===== config.mk =====
export PLATFORM = sky130hd
export DESIGN_NAME = spi_encoder_link
export DESIGN_NICKNAME = d
export VERILOG_FILES = /design/src/rtl/spi_encoder_link.sv
export SDC_FILE = /design/constraint.sdc
export NUM_CORES = 1
export LEC_CHECK = 0
export ABC_AREA = 1
export CORE_AREA = 5 5 122 124
export DETAILED_ROUTE_END_ITERATION = 16
export DIE_AREA = 0 0 127 129
export PLACE_DENSITY = 0.74
export REMOVE_ABC_BUFFERS = 1
export SETUP_SLACK_MARGIN = 0.3
export SLEW_MARGIN = 30
export SYNTH_ARGS = -nofsm -noshare
export SYNTH_HDL_FRONTEND = slang
export SYNTH_SLANG_ARGS = --single-unit

===== constraint.sdc =====
create_clock -name clk -period 2.43 [get_ports clk]
set_input_delay 0.486 -clock clk [delete_from_list [all_inputs] [get_ports clk]]
set_output_delay 0.486 -clock clk [all_outputs]
set_load 0.05 [all_outputs]

===== src/rtl/spi_encoder_link.sv =====
// SPI mode-0 slave plus x4 quadrature decoder for the host link, single clk domain.
// Build option: define ENC_INDEX_EN to let a synced EncZ rising edge clear the encoder count.
module spi_encoder_link #(
  parameter int DATA_WIDTH  = 32,
  parameter int COUNT_WIDTH = 16,
  parameter int SYNC_STAGES = 2
) (
  input  logic                   clk,
  input  logic                   reset,
  input  logic                   SPI_CLK,
  input  logic                   CS,
  input  logic                   SPI_incoming,
  output logic                   SPI_outgoing,
  input  logic                   EncA,
  input  logic                   EncB,
  input  logic                   EncZ,
  output logic [DATA_WIDTH-1:0]  rx_word,
  output logic                   rx_valid,
  output logic [COUNT_WIDTH-1:0] enc_count,
  output logic                   enc_dir
);

  localparam int CNT_W = $clog2(DATA_WIDTH + 2);
  localparam logic [CNT_W-1:0] FULL_CNT = CNT_W'(DATA_WIDTH);
  localparam logic [CNT_W-1:0] OVER_CNT = CNT_W'(DATA_WIDTH + 1);
  // synchroniser bit order {sclk, cs, mosi, a, b}; CS idles high
  localparam logic [4:0] SYNC_RST = 5'b01000;
  localparam logic [DATA_WIDTH-1:0] PATTERN =
    {{(DATA_WIDTH - DATA_WIDTH/2){1'b1}}, {(DATA_WIDTH/2){1'b0}}};

  logic [SYNC_STAGES-1:0][4:0] sync_r;
  logic                        sclk_prev_r;
  logic                        cs_prev_r;
  logic [DATA_WIDTH-1:0]       rx_shift_r;
  logic [CNT_W-1:0]            bit_cnt_r;
  logic [DATA_WIDTH-1:0]       rx_word_r;
  logic                        frame_done_r;
  logic                        frame_done_prev_r;
  logic                        rx_valid_r;
  logic [DATA_WIDTH-1:0]       tx_shift_r;
  logic                        miso_r;
  logic [7:0]                  addr_reg_r;
  logic [1:0]                  ab_prev_r;
  logic [COUNT_WIDTH-1:0]      enc_count_r;
  logic                        enc_dir_r;

  logic                        sclk_s;
  logic                        cs_s;
  logic                        mosi_s;
  logic [1:0]                  ab_cur_s;
  logic                        sclk_rise_s;
  logic                        sclk_fall_s;
  logic                        cs_fall_s;
  logic                        cs_rise_s;
  logic [5:0]                  cmd_s;
  logic                        clear_cmd_s;
  logic                        index_s;
  logic                        clear_s;
  logic [1:0]                  step_s;
  logic [DATA_WIDTH-1:0]       reply_s;

  // Gray transition classifier on {B, A}: 2'b01 forward, 2'b10 reverse, 2'b00 none/illegal
  function automatic logic [1:0] quad_step(input logic [1:0] prev, input logic [1:0] cur);
    logic [1:0] res;
    case ({prev, cur})
      4'b00_01, 4'b01_11, 4'b11_10, 4'b10_00: res = 2'b01;
      4'b00_10, 4'b10_11, 4'b11_01, 4'b01_00: res = 2'b10;
      default:                                res = 2'b00;
    endcase
    return res;
  endfunction

  // input synchronisers for all asynchronous pins
  always_ff @(posedge clk or negedge reset) begin
    if (!reset) begin
      sync_r <= {SYNC_STAGES{SYNC_RST}};
    end else begin
      sync_r[0] <= {SPI_CLK, CS, SPI_incoming, EncA, EncB};
      for (int i = 1; i < SYNC_STAGES; i++) begin
        sync_r[i] <= sync_r[i-1];
      end
    end
  end

  assign sclk_s   = sync_r[SYNC_STAGES-1][4];
  assign cs_s     = sync_r[SYNC_STAGES-1][3];
  assign mosi_s   = sync_r[SYNC_STAGES-1][2];
  assign ab_cur_s = {sync_r[SYNC_STAGES-1][0], sync_r[SYNC_STAGES-1][1]};

  // edge history for SPI clock and chip select
  always_ff @(posedge clk or negedge reset) begin
    if (!reset) begin
      sclk_prev_r <= 1'b0;
      cs_prev_r   <= 1'b1;
    end else begin
      sclk_prev_r <= sclk_s;
      cs_prev_r   <= cs_s;
    end
  end

  // SPI clock edges only count while selected
  assign sclk_rise_s = sclk_s & ~sclk_prev_r & ~cs_s;
  assign sclk_fall_s = ~sclk_s & sclk_prev_r & ~cs_s;
  assign cs_fall_s   = ~cs_s & cs_prev_r;
  assign cs_rise_s   = cs_s & ~cs_prev_r;

  // receive shifter; an overrun parks the counter past full so the frame is dropped
  always_ff @(posedge clk or negedge reset) begin
    if (!reset) begin
      rx_shift_r   <= {DATA_WIDTH{1'b0}};
      bit_cnt_r    <= {CNT_W{1'b0}};
      rx_word_r    <= {DATA_WIDTH{1'b0}};
      frame_done_r <= 1'b0;
    end else if (cs_fall_s) begin
      bit_cnt_r    <= {CNT_W{1'b0}};
      frame_done_r <= 1'b0;
    end else if (cs_rise_s) begin
      if (bit_cnt_r == FULL_CNT) begin
        rx_word_r    <= rx_shift_r;
        frame_done_r <= 1'b1;
      end
    end else if (sclk_rise_s) begin
      if (bit_cnt_r < FULL_CNT) begin
        rx_shift_r <= {rx_shift_r[DATA_WIDTH-2:0], mosi_s};
        bit_cnt_r  <= bit_cnt_r + CNT_W'(1);
      end else begin
        bit_cnt_r  <= OVER_CNT;
      end
    end
  end

  // one-clock valid pulse on the rising edge of frame_done
  always_ff @(posedge clk or negedge reset) begin
    if (!reset) begin
      frame_done_prev_r <= 1'b0;
      rx_valid_r        <= 1'b0;
    end else begin
      frame_done_prev_r <= frame_done_r;
      rx_valid_r        <= frame_done_r & ~frame_done_prev_r;
    end
  end

  // reply source selected by the last address command
  always_comb begin
    reply_s = {DATA_WIDTH{1'b0}};
    case (addr_reg_r)
      8'd0:    reply_s = rx_word_r;
      8'd1:    reply_s = DATA_WIDTH'({enc_dir_r, enc_count_r});
      8'd2:    reply_s = PATTERN;
      default: reply_s = {DATA_WIDTH{1'b0}};
    endcase
  end

  // transmit shifter; MISO presents the MSB at select and advances on SCLK fall
  always_ff @(posedge clk or negedge reset) begin
    if (!reset) begin
      tx_shift_r <= {DATA_WIDTH{1'b0}};
      miso_r     <= 1'b0;
    end else if (cs_fall_s) begin
      tx_shift_r <= reply_s;
      miso_r     <= reply_s[DATA_WIDTH-1];
    end else if (cs_s) begin
      miso_r     <= 1'b0;
    end else if (sclk_fall_s) begin
      tx_shift_r <= {tx_shift_r[DATA_WIDTH-2:0], 1'b0};
      miso_r     <= tx_shift_r[DATA_WIDTH-2];
    end
  end

  assign cmd_s       = rx_word_r[DATA_WIDTH-1 -: 6];
  assign clear_cmd_s = rx_valid_r && (cmd_s == 6'd3);

  // address register written by command 1
  always_ff @(posedge clk or negedge reset) begin
    if (!reset) begin
      addr_reg_r <= 8'd0;
    end else if (rx_valid_r && (cmd_s == 6'd1)) begin
      addr_reg_r <= rx_word_r[7:0];
    end
  end

`ifdef ENC_INDEX_EN
  logic [SYNC_STAGES-1:0] z_sync_r;
  logic                   z_prev_r;

  // index synchroniser and edge history
  always_ff @(posedge clk or negedge reset) begin
    if (!reset) begin
      z_sync_r <= {SYNC_STAGES{1'b0}};
      z_prev_r <= 1'b0;
    end else begin
      z_sync_r[0] <= EncZ;
      for (int i = 1; i < SYNC_STAGES; i++) begin
        z_sync_r[i] <= z_sync_r[i-1];
      end
      z_prev_r <= z_sync_r[SYNC_STAGES-1];
    end
  end

  assign index_s = z_sync_r[SYNC_STAGES-1] & ~z_prev_r;
`else
  logic unused_enc_z_s;
  assign unused_enc_z_s = EncZ;
  assign index_s        = 1'b0;
`endif

  assign clear_s = clear_cmd_s | index_s;
  assign step_s  = quad_step(ab_prev_r, ab_cur_s);

  // position counter; a clear beats a simultaneous step
  always_ff @(posedge clk or negedge reset) begin
    if (!reset) begin
      ab_prev_r   <= 2'b00;
      enc_count_r <= {COUNT_WIDTH{1'b0}};
      enc_dir_r   <= 1'b0;
    end else begin
      ab_prev_r <= ab_cur_s;
      if (clear_s) begin
        enc_count_r <= {COUNT_WIDTH{1'b0}};
      end else if (step_s == 2'b01) begin
        enc_count_r <= enc_count_r + COUNT_WIDTH'(1);
        enc_dir_r   <= 1'b1;
      end else if (step_s == 2'b10) begin
        enc_count_r <= enc_count_r - COUNT_WIDTH'(1);
        enc_dir_r   <= 1'b0;
      end
    end
  end

  assign SPI_outgoing = miso_r;
  assign rx_word      = rx_word_r;
  assign rx_valid     = rx_valid_r;
  assign enc_count    = enc_count_r;
  assign enc_dir      = enc_dir_r;

endmodule


==> summary.txt <==
Global routing
  – GR peak layer: met2
  – Grt total ovfl: 0
  – First-pass GRT wire length: about 27,000 um
  – M1 GR Usage: between 20% and 30%
  – Largest net degree at the start of global routing: 50
  – Number of global-route vias before repair: between 5,000 and 6,000
  – Initial antenna violation count: 0
  – Met3 usage: roughly 4.3%
  – GR Layer Usage met2: between 30% and 40%
  – Total GRT Usage: around 21%

Drt
  – Initial drt markers: 555
  – DRC Markers: 0
  – DR pass1 iterations: 5
  – Vias: around 5,900
  – Via density: between 5 and 6
  – Final wirelength: between 15,000 and 20,000 um
  – Number of routed nets with antenna violations: 0
  – Drt wl/cell: between 10 and 15 um

Power
  – Clock power share: 27.4%
  – Internal power: about 5.6 mW
  – Cell area power density: ~1000 nW/um2
  – Static leakage: 4.745 nW
  – VDD IR max: around 0.51 mV
  – Logic pwr share: around 36%
  – Register share of total power: a little over a third
  – Switching Share: between 30 and 40%
  – Switch Pwr: about 3.5 mW

Yosys
  – Sequential element share of the synthesized area: between 50 and 60%
  – Top-count cell post-synth: nand2_1
  – Asr flop ratio synth: 100.0%
  – Yosys warns: 0
  – Commonest cells post-synth: 298 x nand2_1, 141 x dfrtp_1, 107 x inv_1
  – Netlist cell types: 30
  – Post-Syn Area: between 6000 and 7000 um2
  – Syn_area_per_cell: roughly 8.0 um2
  – #FFs+latches synth: around 140
  – Post-synthesis cell count: just under 900
  – Cell taking the most area after synthesis: dfrtp_1
  – Synth top area share: between 50 and 60%
  – Number of flops mapped to enable cells by yosys: 0
  – Top FF cell, synth: dfrtp_1
  – Largest cells by area after synthesis: dfrtp_1 51%, nand2_1 16%, inv_1 5.8%

Cells and area
  – Layout cells sized above 1: between 10% and 20%
  – Antenna diodes: 0
  – Area growth syn-to-layout: 25.25%
  – Final #Nets: between 900 and 1,000
  – Cell Count, Final, Fillers Out: 1,144

CTS
  – Inserted Clock Buffers: 17
  – CTS tree: done
  – Clock sinks: ~140
  – Post-CTS Hold Buffers: 0
  – Clock buffer depth: 2
  – H-tree levels: 4
  – Root Driver: clkbuf_16
  – Clk Latency, worst-skew pair: approximately 420 ps
  – Clock transition at the registers of the reported paths: around 60 ps

Worst setup path
  – CP delay by family, top: simple AND/OR/NAND/NOR gates
  – CP Data Required Time: ~2700 ps
  – Most frequent CP cell: nand2_1
  – Worst path buffer plus inverter count: 4
  – Worst setup SP type: register
  – Slowest cell on crit path: dfrtp_1
  – Crit path max fanout: 8
  – Critical path endpoint category: register
  – Critical path type: reg2reg
  – Crit-path cells: xor2_1 > inv_1 > nor2_2 > ha_2 > inv_6 > clkbuf_16 > ha_4 > nand2_1 > inv_1 > nand2_1 > nor3_2 > nand2_1 > nand2_1 > nand2_1 > nand3_1 > nand2_1
  – Max incr delay on CP: between 300 and 400 ps
  – Worst reg2reg setup slack: 160 ps
  – Critical Path AT: about 2600 ps

Placement
  – Inst Count DP: 1,105
  – Port Buffer Count: 57
  – HPWL after DPL: between 10,000 and 15,000 um
  – RD Place Congestion: about 0.89

STA
  – Final Max Slew Viols: 0
  – Worst Tran Pin Value: just under 700 ps
  – RSZ-0062 raised after global routing: yes
  – Final setup viols: 0
  – F_max: 440.5 MHz
  – Period minus WS final: 2270 ps
  – Period utilisation layout: between 90% and 100%
  – Clk_skew: about 5.3 ps
  – Hold Vio Cnt, Final: 0
  – Slew margin rel.: a little over half
  – Fin Hold WS: 7.225 ps

Floorplanning
  – CORE AREA: about 14,000 um2
  – Ports: between 50 and 60
  – Die X: approximately 130 um
  – # rows: 43
  – Starting Density: between 50% and 60%
  – Die Span Y: 129 um
  – Die area: between 15,000 and 20,000 um2

Min path
  – HP Class: in2async

Outcome
  – Outcome: finished clean

Flow run
  – Total of max-cap violations: 0
## layer usage
layer  wire length [um]  vias up
met1               7442     2824
met5                  0        -
li1                   -     2925
met4                164        0
met3                716       13
met2               7920      130
## power groups by stage
stage / combinational (mW) / clock [mW] / sequential [mW]
finish: 3.30 / 2.47 / 3.28
global placement: 2.86 / 0 / 3.26
global route: 3.73 / 2.61 / 3.34
detailed placement: 2.93 / 0 / 3.27
CTS: 3.09 / 2.51 / 3.27
floorplan: 1.67 / 0 / 3.65
## metrics by stage
step                      setup slack (ps)  TNS [ps]  utilization (%)  power (mW)  area, um2
after global routing                -52.87    -104.3            64.00       9.679       8746
after floorplan                     -985.8    -28560                -       5.313       6832
after detailed placement            -51.77    -94.77            57.34       6.194       7836
final                                160.1         0            64.00       9.046       8746
after global placement              -10.26    -10.26            57.34       6.120       7836
after CTS                            169.7         0            62.75       8.863       8576
## worst register-to-register path: cells and delay by family (launching register included)
family        cells  cell delay (ps)
xor+xnor          1              130
buf+inv           4              410
flops             1              380
simple gates      9              690
fa+ha+maj         2              530
## area by class of cell
type                    count  area (um2)
inverters                 108       414.1
repair buffers             88       870.8
flip-flops and latches    144        3607
fillers                  1185        4920
clock buffers              23       478.0
multi-input cells         592        3067
well taps                 180       225.2
clock inverters             9       83.83
## state kept, by name (all words and copies together) (netlist names)
name               count
SPI_outgoing           1
ab_cur_s               2
ab_prev_r              2
addr_reg_r             8
bit_cnt_r              6
cs_prev_r              1
cs_s                   1
enc_count             16
enc_dir                1
frame_done_prev_r      1
frame_done_r           1
mosi_s                 1
rx_shift_r            32
rx_valid               1
rx_word               32
sclk_prev_r            1
sclk_s                 1
sync_r                 5
tx_shift_r            31
## placed cells by master, fill, tap and decap left out, types with 6 or more instances in the layout
| cell type | instances |
|---|---|
| a21oi_1 | 42 |
| a21oi_2 | 6 |
| a31oi_1 | 8 |
| buf_4 | 27 |
| clkbuf_16 | 18 |
| clkdlybuf4s50_1 | 9 |
| dfrtp_1 | 141 |
| dlygate4sd2_1 | 26 |
| dlymetal6s2s_1 | 21 |
| ha_1 | 8 |
| ha_4 | 12 |
| inv_1 | 102 |
| nand2_1 | 282 |
| nand2_2 | 15 |
| nand3_1 | 38 |
| nor2_1 | 65 |
| o2111ai_1 | 7 |
| o211ai_1 | 6 |
| o21ai_0 | 65 |
## cells by family after synthesis
family                   share of synthesized area [%]
AND/OR/NAND/NOR                                  24.14
flip-flops                                       51.66
AO/OA/AOI/OAI                                    10.80
buffers and inverters                            7.974
adder cells (fa/ha/maj)                          4.229
XOR/XNOR                                        0.8780
multiplexers                                    0.3225
## final timing paths
check	endpoint	cells past startpoint	from
min	rx_word[14]	1	reset
min reg2reg	ab_cur_s[0]	0	sync_r[1]
min in group clk	ab_cur_s[0]	0	sync_r[1]
max	enc_count[14]	16	ab_cur_s[0]
max in group asynchronous	rx_shift_r[28]	2	reset
max reg2reg	enc_count[14]	16	ab_cur_s[0]
## what timing repair did
item | in CTS | in global routing
setup endpoints to repair | 39 | 54
gates cloned | 0 | 1
setup buffers | 5 | 1
gates resized for setup | 52 | 48
pin swaps | 6 | 7
No activity file was read; power rests on OpenSTA's default activity.
